`src/rtl/poly_stream_ctrl_pkg.sv`:
```
// Shared constants, mode encodings and sequencer states for the polynomial
// streaming datapath around polyunit_core.
package poly_pkg;

  localparam int Q       = 3329;
  localparam int POLY_N  = 256;
  localparam int POLY_AW = 8;

  localparam logic [1:0] MODE_ADD  = 2'b00;
  localparam logic [1:0] MODE_SUB  = 2'b01;
  localparam logic [1:0] MODE_COPY = 2'b10;
  localparam logic [1:0] MODE_RSV  = 2'b11;

  typedef enum logic [1:0] {
    S_IDLE  = 2'd0,
    S_FETCH = 2'd1,
    S_DRAIN = 2'd2,
    S_FIN   = 2'd3
  } state_t;

endpackage

```
`src/rtl/poly_stream_ctrl_valid_delay.sv`:
```
// Fixed-depth 1-bit shift register that lines the write strobe up with the
// output of the core pipeline.
module poly_valid_delay
  import poly_pkg::*;
#(
  parameter int DEPTH = 2
) (
  input  logic clk,
  input  logic rst,
  input  logic d,
  output logic q
);

  logic [DEPTH-1:0] sr;

  always_ff @(posedge clk) begin
    if (!rst) begin
      sr <= '0;
    end else begin
      sr[0] <= d;
      for (int i = 1; i < DEPTH; i++) begin
        sr[i] <= sr[i-1];
      end
    end
  end

  assign q = sr[DEPTH-1];

endmodule

```
`src/rtl/poly_stream_ctrl.sv`:
```
// Streams two polynomials from banks A/B through polyunit_core and writes the
// results back, one coefficient per cycle, with a run/busy/done handshake.
module poly_stream_ctrl
  import poly_pkg::*;
#(
  parameter int WIDTH    = 12,
  parameter int N        = POLY_N,
  parameter int AW       = POLY_AW,
  parameter int CORE_LAT = 2
) (
  input  logic             clk,
  input  logic             rst,
  input  logic             run,
  input  logic [1:0]       mode,
  output logic             busy,
  output logic             done,
  output logic [AW-1:0]    ram_a_addr,
  output logic [AW-1:0]    ram_b_addr,
  output logic             ram_rd,
  input  logic [WIDTH-1:0] ram_a_q,
  input  logic [WIDTH-1:0] ram_b_q,
  output logic [WIDTH-1:0] op_a,
  output logic [WIDTH-1:0] op_b,
  output logic             op_valid,
  output logic [1:0]       core_mode,
  input  logic [WIDTH-1:0] core_res,
  output logic [AW-1:0]    ram_w_addr,
  output logic             ram_w_en,
  output logic [WIDTH-1:0] ram_w_data
);

  state_t        state;
  logic [AW-1:0] rd_cnt;
  logic [AW:0]   wr_cnt;
  logic [AW:0]   wr_nxt;
  logic          w_en;

  poly_valid_delay #(
    .DEPTH(CORE_LAT)
  ) u_wen_delay (
    .clk(clk),
    .rst(rst),
    .d  (op_valid),
    .q  (w_en)
  );

  // Look one write ahead so done lands in the cycle right after the last write.
  assign wr_nxt = wr_cnt + (AW+1)'(w_en);

  assign ram_a_addr = rd_cnt;
  assign ram_b_addr = rd_cnt;
  assign ram_w_addr = wr_cnt[AW-1:0];
  assign ram_w_en   = w_en;
  assign ram_w_data = w_en ? core_res : '0;
  assign op_a       = op_valid ? ram_a_q : '0;
  assign op_b       = (op_valid && core_mode != MODE_COPY) ? ram_b_q : '0;

  always_ff @(posedge clk) begin
    if (!rst) begin
      state     <= S_IDLE;
      rd_cnt    <= '0;
      wr_cnt    <= '0;
      core_mode <= MODE_ADD;
      ram_rd    <= 1'b0;
      op_valid  <= 1'b0;
      busy      <= 1'b0;
      done      <= 1'b0;
    end else begin
      op_valid <= ram_rd;
      wr_cnt   <= wr_nxt;
      done     <= 1'b0;
      case (state)
        S_IDLE: begin
          if (run && mode != MODE_RSV) begin
            core_mode <= mode;
            rd_cnt    <= '0;
            wr_cnt    <= '0;
            ram_rd    <= 1'b1;
            busy      <= 1'b1;
            state     <= S_FETCH;
          end
        end
        S_FETCH: begin
          if (rd_cnt == AW'(N-1)) begin
            ram_rd <= 1'b0;
            rd_cnt <= '0;
            state  <= S_DRAIN;
          end else begin
            rd_cnt <= rd_cnt + AW'(1);
          end
        end
        S_DRAIN: begin
          if (wr_nxt == (AW+1)'(N)) begin
            done  <= 1'b1;
            state <= S_FIN;
          end
        end
        S_FIN: begin
          busy  <= 1'b0;
          state <= S_IDLE;
        end
        default: state <= S_IDLE;
      endcase
    end
  end

endmodule

```
`config.mk`:
```
export PLATFORM = sky130hd
export DESIGN_NAME = poly_stream_ctrl
export DESIGN_NICKNAME = d
export VERILOG_FILES = /design/src/rtl/poly_stream_ctrl_pkg.sv /design/src/rtl/poly_stream_ctrl_valid_delay.sv /design/src/rtl/poly_stream_ctrl.sv
export SDC_FILE = /design/constraint.sdc
export NUM_CORES = 1
export LEC_CHECK = 0
export ABC_AREA = 1
export BUFFER_PORTS_ARGS = -buffer_cell sky130_fd_sc_hd__buf_2
export CORE_MARGIN = 1.5
export CORE_UTILIZATION = 46
export DETAILED_ROUTE_END_ITERATION = 8
export GPL_ROUTABILITY_DRIVEN = 0
export GPL_TIMING_DRIVEN = 0
export PLACE_DENSITY = 0.93
export SETUP_SLACK_MARGIN = 0.02
export SLEW_MARGIN = 20
export SYNTH_ARGS = -nofsm -noshare
export SYNTH_HDL_FRONTEND = slang
export SYNTH_SLANG_ARGS = --single-unit
export TNS_END_PERCENT = 10
```
`constraint.sdc`:
```
create_clock -name clk -period 4.1 [get_ports clk]
set_input_delay 0.205 -clock clk [delete_from_list [all_inputs] [get_ports clk]]
set_output_delay 0.205 -clock clk [all_outputs]
set_load 0.005 [all_outputs]
```
[After elaboration in Yosys (flattened, before gate mapping)]
Index checks and enable logic that the tools add are counted.
Word-level totals
  register bits after elaboration: 27
  word-level logic and storage cells: 49
  output and inout bits: 67
  input bits: 41
Cells by class
  reduce and logical (&&, ||, !) cells: 11
  equality and inequality tests: 10
  mux-type cells: 17
  add/subtract/negate cells: 2
Operators by type and width (number)
  $mux 12: 3
  $mux 9: 2
  $mux 8: 2
  $pmux 8 s2: 1
  $ne 2x2->1 const B: 5
  $add 9x1->9: 1
  $eq 9x9->1 const B: 1
  $add 8x1->8 const B: 1
  $eq 8x8->1 const B: 1
  $pmux 2 s4: 1
  $reduce_and 2->1: 4
  $mux 2: 3
  $reduce_and 3->1: 2
  $eq 2x2->1 const B: 2
  $pmux 1 s2: 2
  $reduce_bool 2->1: 2
  $mux 1: 3
  $eq 2x1->1 const B: 1
  $logic_and 1x1->1: 2
  $logic_not 2->1: 1

[Longest topological paths before layout]
Gate-level depths: netlist (run 1).
  depth in word-level cells: 4
  gate-level depth with buffers: 13
  gate-level depth less buffers: 13

[By module]
A second synthesis (run 1) with hierarchy kept.
Unflattened totals
  cell total of the unflattened synthesis: 275
  area total of the unflattened synthesis: 1740.4 um^2
Modules (own cells, without submodules)
  poly_stream_ctrl: area each 1685.4 um^2, cells each 269, instances 1, sequential area each 500.5 um^2
  poly_valid_delay: area each 55.1 um^2, cells each 6, instances 1, sequential area each 40.0 um^2

[Worst setup path before layout (run 1)]
OpenSTA, ideal clock, no wires.
  path kind: flip-flop to flip-flop
  start: register u_wen_delay.sr[1]
  end: register state[1]
  stages on the path, launching flop included: 13
  setup time: 0.115 ns
  path slack: 2.588 ns
  data required time: 3.985 ns
  clock period less this slack: 1.512 ns
  path buffers: 0
  arrival: 1.397 ns
  cell sequence: dfxtp_1 ha_1 nand2_1 nor2_4 nor2_1 nor2_2 nand2_1 nor2_1 nand3_1 nand2_2 nand3_1 nand2_1 nor2_1
Between the ends
  longest elaborated chain between the ends: 4
Ends and longest elaborated chain
  from (decl): RTL line poly_stream_ctrl_valid_delay.sv:14  | logic [DEPTH-1:0] sr;
  from (signal, indexed assignment): RTL line poly_stream_ctrl_valid_delay.sv:22  | sr[i] <= sr[i-1];
  $add 9x1->9: RTL line poly_stream_ctrl.sv:48  | assign wr_nxt = wr_cnt + (AW+1)'(w_en);
  $eq 9x9->1: RTL line poly_stream_ctrl.sv:93  | if (wr_nxt == (AW+1)'(N)) begin
  $ne 2x2->1 (no line)
  $reduce_and 3->1 (no line)
  to (signal assigned): RTL line poly_stream_ctrl.sv:95  | state <= S_FIN;
  to (signal assigned): RTL line poly_stream_ctrl.sv:100  | state <= S_IDLE;
  to (signal assigned): RTL line poly_stream_ctrl.sv:102  | default: state <= S_IDLE;
  to (decl): RTL line poly_stream_ctrl.sv:32  | state_t state;
No other way between the ends.
A chain may end at the register's enable or synchronous reset.

[Worst setup path in the final report (run 1)]
Ends and elaborated chain as after synthesis.

==> out/results.md, run 1 <==
* 0.09 ns — clock slew at the register clock pins of the worst setup and hold paths
* 12 — depth of the most critical reg-to-reg path
* 431 — # placed instances
* 64.6 um — width of the die
* 27 — register bit count reported by yosys
* flip-flop — startpoint types
* 1980 — Vias
* core_mode[0]$_SDFFE_PN0P_ — sink of the worst hold path
* 0.189 mV — IR Drop Worst-Case VDD
* 1.75 ns — clock period minus worst slack
* sky130_fd_sc_hd__buf_2 — leading cell type in the layout, fill and taps excluded
* sky130_fd_sc_hd__buf_2, sky130_fd_sc_hd__nand2_1, sky130_fd_sc_hd__inv_1 — top library cells by usage in the layout, fill and taps aside
* 0 — total global routing overflow
* 6.33 um2 — syn avg cell area
* 0 — YS warnings
* 327 nW/um2 — power density over cell area
* 0% — share of synthesized flip-flops with an asynchronous set or reset
* 22 — Placement Rows
* flip-flop — critical path capture point type
* 6960 um — wire length of the first global-routing pass
* 0 — final slew viol count
* 3 — WHS Path Cells
* 108 — count of boundary I/O pins
* 0 — total setup violations reported at the end of the flow
* 72.5% — Worst slew margin
* 27 — number of clock sinks
* 4.27 ns — required time reported for the critical path endpoint
* 42.8% — fraction of the cycle the final worst path needs
* 1639 — via count of the first global-routing pass
* 435 — number of standard cells in the layout, taps in and fillers out
* 6 — Crit Path Max Fanout
* 64.6 um — y dimension of the die
* 12 — critical path depth in cells
* 1 — H-tree levels
* sky130_fd_sc_hd__dfxtp_1 — most used flip-flop cell after synthesis
* 0 — Final Hold Viols
* false — setup repair after global routing missed its margin
* 0 — final antenna-violating net count
* 276 — cell count after synthesis
* 15 — pin count of the biggest net entering global routing
* 65.2% — utilization of the core after routing
* 47.7% — initial standard-cell utilization of the core
* 325 — syn_nets
* 107 — count of buffers from port buffering
* 0 — Post-synth EDFFs
* 48 — iteration-0 DRC count of the detailed router
* 0 — worst path buffer plus inverter count
* 4180 um2 — area enclosed by the die boundary
* 36.6% — area growth from synthesis to layout
* 3580 um — detailed placement HPWL
* u_wen_delay.sr[1]$_SDFF_PN0_ — startpoint of the worst-slack reg-to-reg timing path
* complete, no violations — result of the run
* 9.95 um — Avg WL per Cell
* 26 — synth unique cells
* 4330 um — sum of routed wire length over all layers
* 0.27 ns — clock latency reported for the late side of the worst-skew pair
* 0.412 ns — Worst-Margin Slew
* ha_1 > nand2_1 > nor2_4 > nor2_1 > nor2_2 > nand2_1 > nor2_1 > nand3_1 > nand2_2 > nand3_1 > nand2_1 > nor2_1 — CP cell instances
* 2 — clk buf depth
* 2.35 ns — register-to-register setup slack
* 0 — number of hold buffers added after cts
* done — clock tree from TritonCTS
* 0 ns — Setup Total Neg Slack
* 1.57 nW — static leakage power
* 0.43 ns — slowest cell delay on critical path
* 20.5% — all-layer global routing usage
* sky130_fd_sc_hd__dfxtp_1 — cell at the slowest stage of the critical path
* 30.9% — part of the Yosys area used for sequential elements
* 4.55 — via/cell ratio
* sky130_fd_sc_hd__clkbuf_8 — Root Buffer
* 437 — Total Nets Final
* 0 — buffers inserted by post-CTS timing repair
* 0 — antenna violations before repair
* simple AND/OR/NAND/NOR gates — kind of cell adding the most delay to the critical path
* 1.93 ns — data arrival time of the critical path
* state[1]$_SDFFE_PN0P_ — endpoint of the lowest-slack register-to-register path
* 0.00236 ns — Post-Route Skew
* 0 — number of diodes
* 0 — post-cts gate resize count
* 3660 um2 — placeable core area
* 0 — Max-Cap Viols
* flip-flop to flip-flop — type of the worst setup path
* 36.7% — proportion of layout cells with a drive suffix above 1
* 4 — first-pass detailed-route iteration total
* 3 — TritonCTS Buffers
* 0 — residual DRC count
* 570 MHz — achievable clock frequency
* primary input to flip-flop — class of the tightest hold or removal check
* 1750 um2 — cell area after technology mapping
* mode[0] — beginning of the worst hold path
## logic make-up (layout without fill, tap and decap cells)
| group | Yosys count | after routing | share of synthesized area (%) |
|---|---|---|---|
| AND/OR/NAND/NOR | 131 | 131 | 32.3 |
| XOR/XNOR | 1 | 1 | 0.501 |
| buffers and inverters | 85 | 196 | 21.7 |
| AO/OA/AOI/OAI | 24 | 24 | 8.88 |
| adder cells (fa/ha/maj) | 8 | 8 | 5.73 |
| flip-flops | 27 | 27 | 30.9 |
## worst register-to-register path: stages, from the launching register on
cell and delay (ns):
sky130_fd_sc_hd__dfxtp_1 0.43, sky130_fd_sc_hd__ha_1 0.21, sky130_fd_sc_hd__nand2_1 0.13, sky130_fd_sc_hd__nor2_4 0.16
sky130_fd_sc_hd__nor2_1 0.07, sky130_fd_sc_hd__nor2_2 0.12, sky130_fd_sc_hd__nand2_1 0.08, sky130_fd_sc_hd__nor2_1 0.09
sky130_fd_sc_hd__nand3_1 0.11, sky130_fd_sc_hd__nand2_2 0.10, sky130_fd_sc_hd__nand3_1 0.07, sky130_fd_sc_hd__nand2_1 0.06
sky130_fd_sc_hd__nor2_1 0.04
## per-stage QoR
stage | power, mW | hold slack [ns] | worst slack, ns | cell area, um2
4_1_cts | 0.785 | 0.206 | 2.34 | 2390
5_1_grt | 0.848 | 0.206 | 2.09 | 2390
3_3_place_gp | 0.624 | 0.400 | 2.47 | 2340
3_5_place_dp | 0.636 | 0.424 | 2.36 | 2340
6_report | 0.782 | 0.207 | 2.35 | 2390
2_1_floorplan | 0.530 | 0.348 | 2.59 | 1750
## synthesized netlist by cell type, types with 2 or more instances
cell type                  instances  area (um2)
sky130_fd_sc_hd__a21oi_1          13        65.1
sky130_fd_sc_hd__buf_4            16         120
sky130_fd_sc_hd__clkbuf_1          4        15.0
sky130_fd_sc_hd__dfxtp_1          27         541
sky130_fd_sc_hd__ha_1              8         100
sky130_fd_sc_hd__inv_1            63         236
sky130_fd_sc_hd__inv_2             2        7.51
sky130_fd_sc_hd__nand2_1          68         255
sky130_fd_sc_hd__nand2_2           3        18.8
sky130_fd_sc_hd__nand3_1           8        40.0
sky130_fd_sc_hd__nand3b_1          2        15.0
sky130_fd_sc_hd__nand4_1           2        12.5
sky130_fd_sc_hd__nor2_1           35         131
sky130_fd_sc_hd__nor2_2            3        18.8
sky130_fd_sc_hd__nor2_4            3        33.8
sky130_fd_sc_hd__nor3_1            5        25.0
sky130_fd_sc_hd__o21ai_0           5        25.0
## worst max path at each step
stage,from,endpoint,slack [ns]
2_1_floorplan,u_wen_delay.sr[1]$_SDFF_PN0_,state[1]$_SDFFE_PN0P_,2.59
3_3_place_gp,u_wen_delay.sr[1]$_SDFF_PN0_,state[1]$_SDFFE_PN0P_,2.47
3_5_place_dp,u_wen_delay.sr[1]$_SDFF_PN0_,state[1]$_SDFFE_PN0P_,2.36
4_1_cts,u_wen_delay.sr[1]$_SDFF_PN0_,state[1]$_SDFFE_PN0P_,2.34
5_1_grt,u_wen_delay.sr[1]$_SDFF_PN0_,state[1]$_SDFFE_PN0P_,2.09
6_report,u_wen_delay.sr[1]$_SDFF_PN0_,state[1]$_SDFFE_PN0P_,2.35
## where the power goes
group          internal [mW]  switching, mW
Sequential             0.288         0.0234
Clock                 0.0696         0.0802
Combinational          0.126          0.194
## per-layer routing
| layer | share of wire (%) | global-route usage, % | routed length [um] | up-vias |
|---|---|---|---|---|
| met5 | 0 | 0 | 0 | - |
| met4 | 1.9 | 9.04 | 82 | 0 |
| met3 | 6.4 | 2.43 | 278 | 9 |
| met2 | 51 | 36.6 | 2220 | 69 |
| met1 | 40 | 24.7 | 1750 | 877 |
| li1 | - | - | - | 1025 |
## sequential cells by signal (all words and copies together) (netlist names)
| signal | count |
|---|---|
| busy | 1 |
| core_mode | 2 |
| wr_cnt | 9 |
| ram_rd | 1 |
| u_wen_delay.sr | 2 |
| state | 2 |
| ram_a_addr | 8 |
| op_valid | 1 |
| done | 1 |
## area by class of cell
class,count,area [um2]
fill,317,1270
multi-input combinational,164,828
timing repair buffer,107,536
clock buffer,4,45.0
inverter,65,244
sequential,27,541
buffer,20,135
tap,48,60.1
Note: power is estimated with default switching activity, not from simulation.
==> run 2: changes to the inputs <==
--- a/config.mk
+++ b/config.mk
@@ -5,14 +5,14 @@
 export SDC_FILE = /design/constraint.sdc
 export NUM_CORES = 1
 export LEC_CHECK = 0
-export ABC_AREA = 1
+export ABC_AREA = 0
 export BUFFER_PORTS_ARGS = -buffer_cell sky130_fd_sc_hd__buf_2
 export CORE_MARGIN = 1.5
-export CORE_UTILIZATION = 46
+export CORE_UTILIZATION = 42
 export DETAILED_ROUTE_END_ITERATION = 8
 export GPL_ROUTABILITY_DRIVEN = 0
 export GPL_TIMING_DRIVEN = 0
-export PLACE_DENSITY = 0.93
+export PLACE_DENSITY = 0.88
 export SETUP_SLACK_MARGIN = 0.02
 export SLEW_MARGIN = 20
 export SYNTH_ARGS = -nofsm -noshare
==> constraint.sdc (replaced) <==
create_clock -name clk -period 1.7 [get_ports clk]
set_input_delay 0.085 -clock clk [delete_from_list [all_inputs] [get_ports clk]]
set_output_delay 0.085 -clock clk [all_outputs]
set_load 0.005 [all_outputs]
==> run 2 against run 1 <==
The run now ends with negative setup slack left. Sequential cell count unchanged. Clock power up 140%. Worst hold slack worse by 0.12 ns. Sequential share of layout area up 0.33 points. Count of clock-buffer cells in the layout did not move. Wire length is 12% lower. Cell count down 17%. Combinational power grew 110%. Cell area shrank 0.52%.
==> out/results.md, run 2 <==
* finished, violations left — result of the run
* negative setup slack — violated checks
* sky130_fd_sc_hd__and2_1, sky130_fd_sc_hd__dfxtp_1, sky130_fd_sc_hd__nand2_1, sky130_fd_sc_hd__nor2_1, sky130_fd_sc_hd__buf_4 — commonest cells in the synthesized netlist
* 45.7% — proportion of layout cells with a drive suffix above 1
* 0 — buffers inserted by post-CTS timing repair
* flip-flop — critical path capture point type
* state[1]$_SDFFE_PN0P_ — endpoint of the lowest-slack register-to-register path
* 0 — total global routing overflow
* 0 — YS warnings
* 1332 — via count of the first global-routing pass
* 0 — Post-synth EDFFs
* 32.3% — part of the Yosys area used for sequential elements
* 68 — iteration-0 DRC count of the detailed router
* flip-flop — startpoint types
* 1020 um2 — area occupied by multi-input gates
* 0.456 ns — Worst-Margin Slew
* 0.0831 ns — smallest hold slack
* 361 — Total Nets Final
* 9 — number of flip-flops in the largest register
* wr_cnt — largest register by flop count
* 107 — count of buffers from port buffering
* 0 — Final Hold Viols
* 1.83 ns — clock period minus worst slack
* sky130_fd_sc_hd__clkbuf_8 — Root Buffer
* 355 — # placed instances
* 2 — total setup violations reported at the end of the flow
* 1622 — Vias
* -0.127 ns — setup slack after layout
* 8.38 um2 — syn avg cell area
* 66.2 um — width of the die
* 0 — final antenna-violating net count
* 16.8% — all-layer global routing usage
* 3 — WHS Path Cells
* compound AO/OA/AOI/OAI gates — kind of cell adding the most delay to the critical path
* sky130_fd_sc_hd__and2_1 — cell with the most instances after synthesis
* primary input to flip-flop — class of the tightest hold or removal check
* 5 — post-cts gate resize count
* 107% — fraction of the cycle the final worst path needs
* 546 um2 — storage element area
* 4380 um2 — area enclosed by the die boundary
* 22 — Placement Rows
* 10.6 um — Avg WL per Cell
* 33.5% — switching share of total power
* 5820 um — wire length of the first global-routing pass
* 1.78 mW — sum of internal, switching and leakage power
* sky130_fd_sc_hd__dfxtp_4 — cell at the slowest stage of the critical path
* 4 — first-pass detailed-route iteration total
* ha_4 > and4_4 > a211oi_2 > a41oi_1 > a2111o_1 > a21oi_2 > mux2i_1 — CP cell instances
* 547 MHz — achievable clock frequency
* core_mode[1]$_SDFFE_PN0P_ — sink of the worst hold path
* 0 — worst path buffer plus inverter count
* sky130_fd_sc_hd__dfxtp_1 — top cell type by total area after synthesis
* 69.5% — Worst slew margin
* 0 — number of diodes
* 42.4% — Flop pwr share
* 3740 um2 — placeable core area
* 66.2 um — y dimension of the die
* 0 — number of hold buffers added after cts
* 27 — register bit count reported by yosys
* 1 — H-tree levels
* 3820 um — sum of routed wire length over all layers
* 1.91 ns — required time reported for the critical path endpoint
* 1.28 nW — static leakage power
* 751 nW/um2 — power density over cell area
* 3 — TritonCTS Buffers
* 0.27 ns — clock latency reported for the late side of the worst-skew pair
* 2 — clk buf depth
* 200 — cell count after synthesis
* 108 — count of boundary I/O pins
* 15 — pin count of the biggest net entering global routing
* 32.3% — top-area cell type share of the netlist area
* 336 — fill cell count
* 20.3% — Clk network pwr share
* 0% — share of synthesized flip-flops with an asynchronous set or reset
* sky130_fd_sc_hd__buf_2 — leading cell type in the layout, fill and taps excluded
* 2380 um2 — summed area of non-filler cells in the final layout
* 3020 um — detailed placement HPWL
* 0.675 mV — IR Drop Worst-Case VDD
* 35 — synth unique cells
* 37.3% — part of the total power dissipated in combinational logic
* 0 — residual DRC count
* 249 — syn_nets
* sky130_fd_sc_hd__dfxtp_1, sky130_fd_sc_hd__and2_1, sky130_fd_sc_hd__buf_4 — synth top area cells
* 27 — number of clock sinks
* 1.19 mW — internal power summed over all cells
* 0.00151 ns — Post-Route Skew
* 0.598 mW — switching power of the nets
* -0.13 ns — register-to-register setup slack
* 0 — antenna violations before repair
* done — clock tree from TritonCTS
* 2.03 ns — data arrival time of the critical path
* sky130_fd_sc_hd__dfxtp_1 — most used flip-flop cell after synthesis
* mode[1] — beginning of the worst hold path
* sky130_fd_sc_hd__buf_2, sky130_fd_sc_hd__and2_1, sky130_fd_sc_hd__dfxtp_1 — top library cells by usage in the layout, fill and taps aside
* 4.52 — via/cell ratio
* 1680 um2 — cell area after technology mapping
* u_wen_delay.sr[1]$_SDFF_PN0_ — startpoint of the worst-slack reg-to-reg timing path
* 0.09 ns — clock slew at the register clock pins of the worst setup and hold paths
* 41.8% — area growth from synthesis to layout
* flip-flop to flip-flop — type of the worst setup path
* 44.8% — initial standard-cell utilization of the core
* u_wen_delay.sr[1]$_SDFF_PN0_ — origin of the worst setup path
* 6 — Crit Path Max Fanout
* true — setup repair after global routing missed its margin
* 0 — final slew viol count
* 7 — depth of the most critical reg-to-reg path
* 0.38 ns — slowest cell delay on critical path
* 2300 um2 — Area after DPL
* 0 — Max-Cap Viols
* 359 — number of standard cells in the layout, taps in and fillers out
run 2: cell count changes after synthesis, moves of 4 or more:
cell / previous run / this run
sky130_fd_sc_hd__xnor2_1: 0 / 4
sky130_fd_sc_hd__inv_1: 63 / 3
sky130_fd_sc_hd__xor2_1: 1 / 11
sky130_fd_sc_hd__a21oi_1: 13 / 0
sky130_fd_sc_hd__a21boi_0: 0 / 4
sky130_fd_sc_hd__nand2_1: 68 / 19
sky130_fd_sc_hd__and2_1: 0 / 42
sky130_fd_sc_hd__nor3_1: 5 / 0
sky130_fd_sc_hd__nor2_1: 35 / 17
run 2: worst reg2reg max path, stage by stage, from the launching register on:
cell and delay (ns):
sky130_fd_sc_hd__dfxtp_4 0.38, sky130_fd_sc_hd__ha_4 0.18, sky130_fd_sc_hd__and4_4 0.19, sky130_fd_sc_hd__a211oi_2 0.21, sky130_fd_sc_hd__a41oi_1 0.07, sky130_fd_sc_hd__a2111o_1 0.35
sky130_fd_sc_hd__a21oi_2 0.19, sky130_fd_sc_hd__mux2i_1 0.20
run 2: power by group through the flow:
stage	clock, mW	sequential [mW]	combinational, mW
floorplan	0	0.765	0.392
global placement	0	0.772	0.597
detailed placement	0	0.773	0.618
CTS	0.373	0.758	0.669
global route	0.396	0.768	0.749
finish	0.362	0.758	0.665
run 2: worst max path at each step:
stage,cells past startpoint,endpoint,slack [ns]
floorplan,7,state[1]$_SDFFE_PN0P_,0.02
global placement,7,ram_a_addr[5]$_SDFFE_PN0P_,-0.07
detailed placement,7,ram_a_addr[4]$_SDFFE_PN0P_,-0.14
CTS,7,state[1]$_SDFFE_PN0P_,-0.15
global route,7,state[1]$_SDFFE_PN0P_,-0.21
finish,7,state[1]$_SDFFE_PN0P_,-0.13
run 2: kinds of logic (layout without fill, tap and decap cells):
logic type               Yosys count  after routing  share of synthesized area [%]
AO/OA/AOI/OAI                     20             20                           8.89
XOR/XNOR                          15             15                           7.84
adder cells (fa/ha/maj)            8              8                           5.97
multiplexers                       3              3                           1.79
flip-flops                        27             27                           32.3
AND/OR/NAND/NOR                  102            102                           33.2
buffers and inverters             25            136                           10.1
run 2: cell type report:
class | count | area share (%)
timing repair buffer | 107 | 22.5
tap | 48 | 2.53
inverter | 3 | 0.474
sequential | 27 | 23.0
multi-input combinational | 148 | 42.9
clock buffer | 4 | 1.90
buffer | 22 | 6.69
run 2: routing by layer:
layer  GRT usage (%)  up-vias  share of wire (%)
li1                -      866                  -
met1            21.1      709                 45
met2            27.9       42                 50
met3            4.26        5                4.4
met4            5.61        0                1.0
met5               0        -                  0
run 2: stage by stage:
| step | setup TNS (ns) | util [%] | setup WS, ns |
|---|---|---|---|
| floorplan | 0 | - | 0.0243 |
| global placement | -0.348 | 61.5 | -0.0652 |
| detailed placement | -0.799 | 61.5 | -0.137 |
| CTS | -0.205 | 63.2 | -0.154 |
| global route | -0.737 | 63.5 | -0.207 |
| finish | -0.164 | 63.5 | -0.127 |
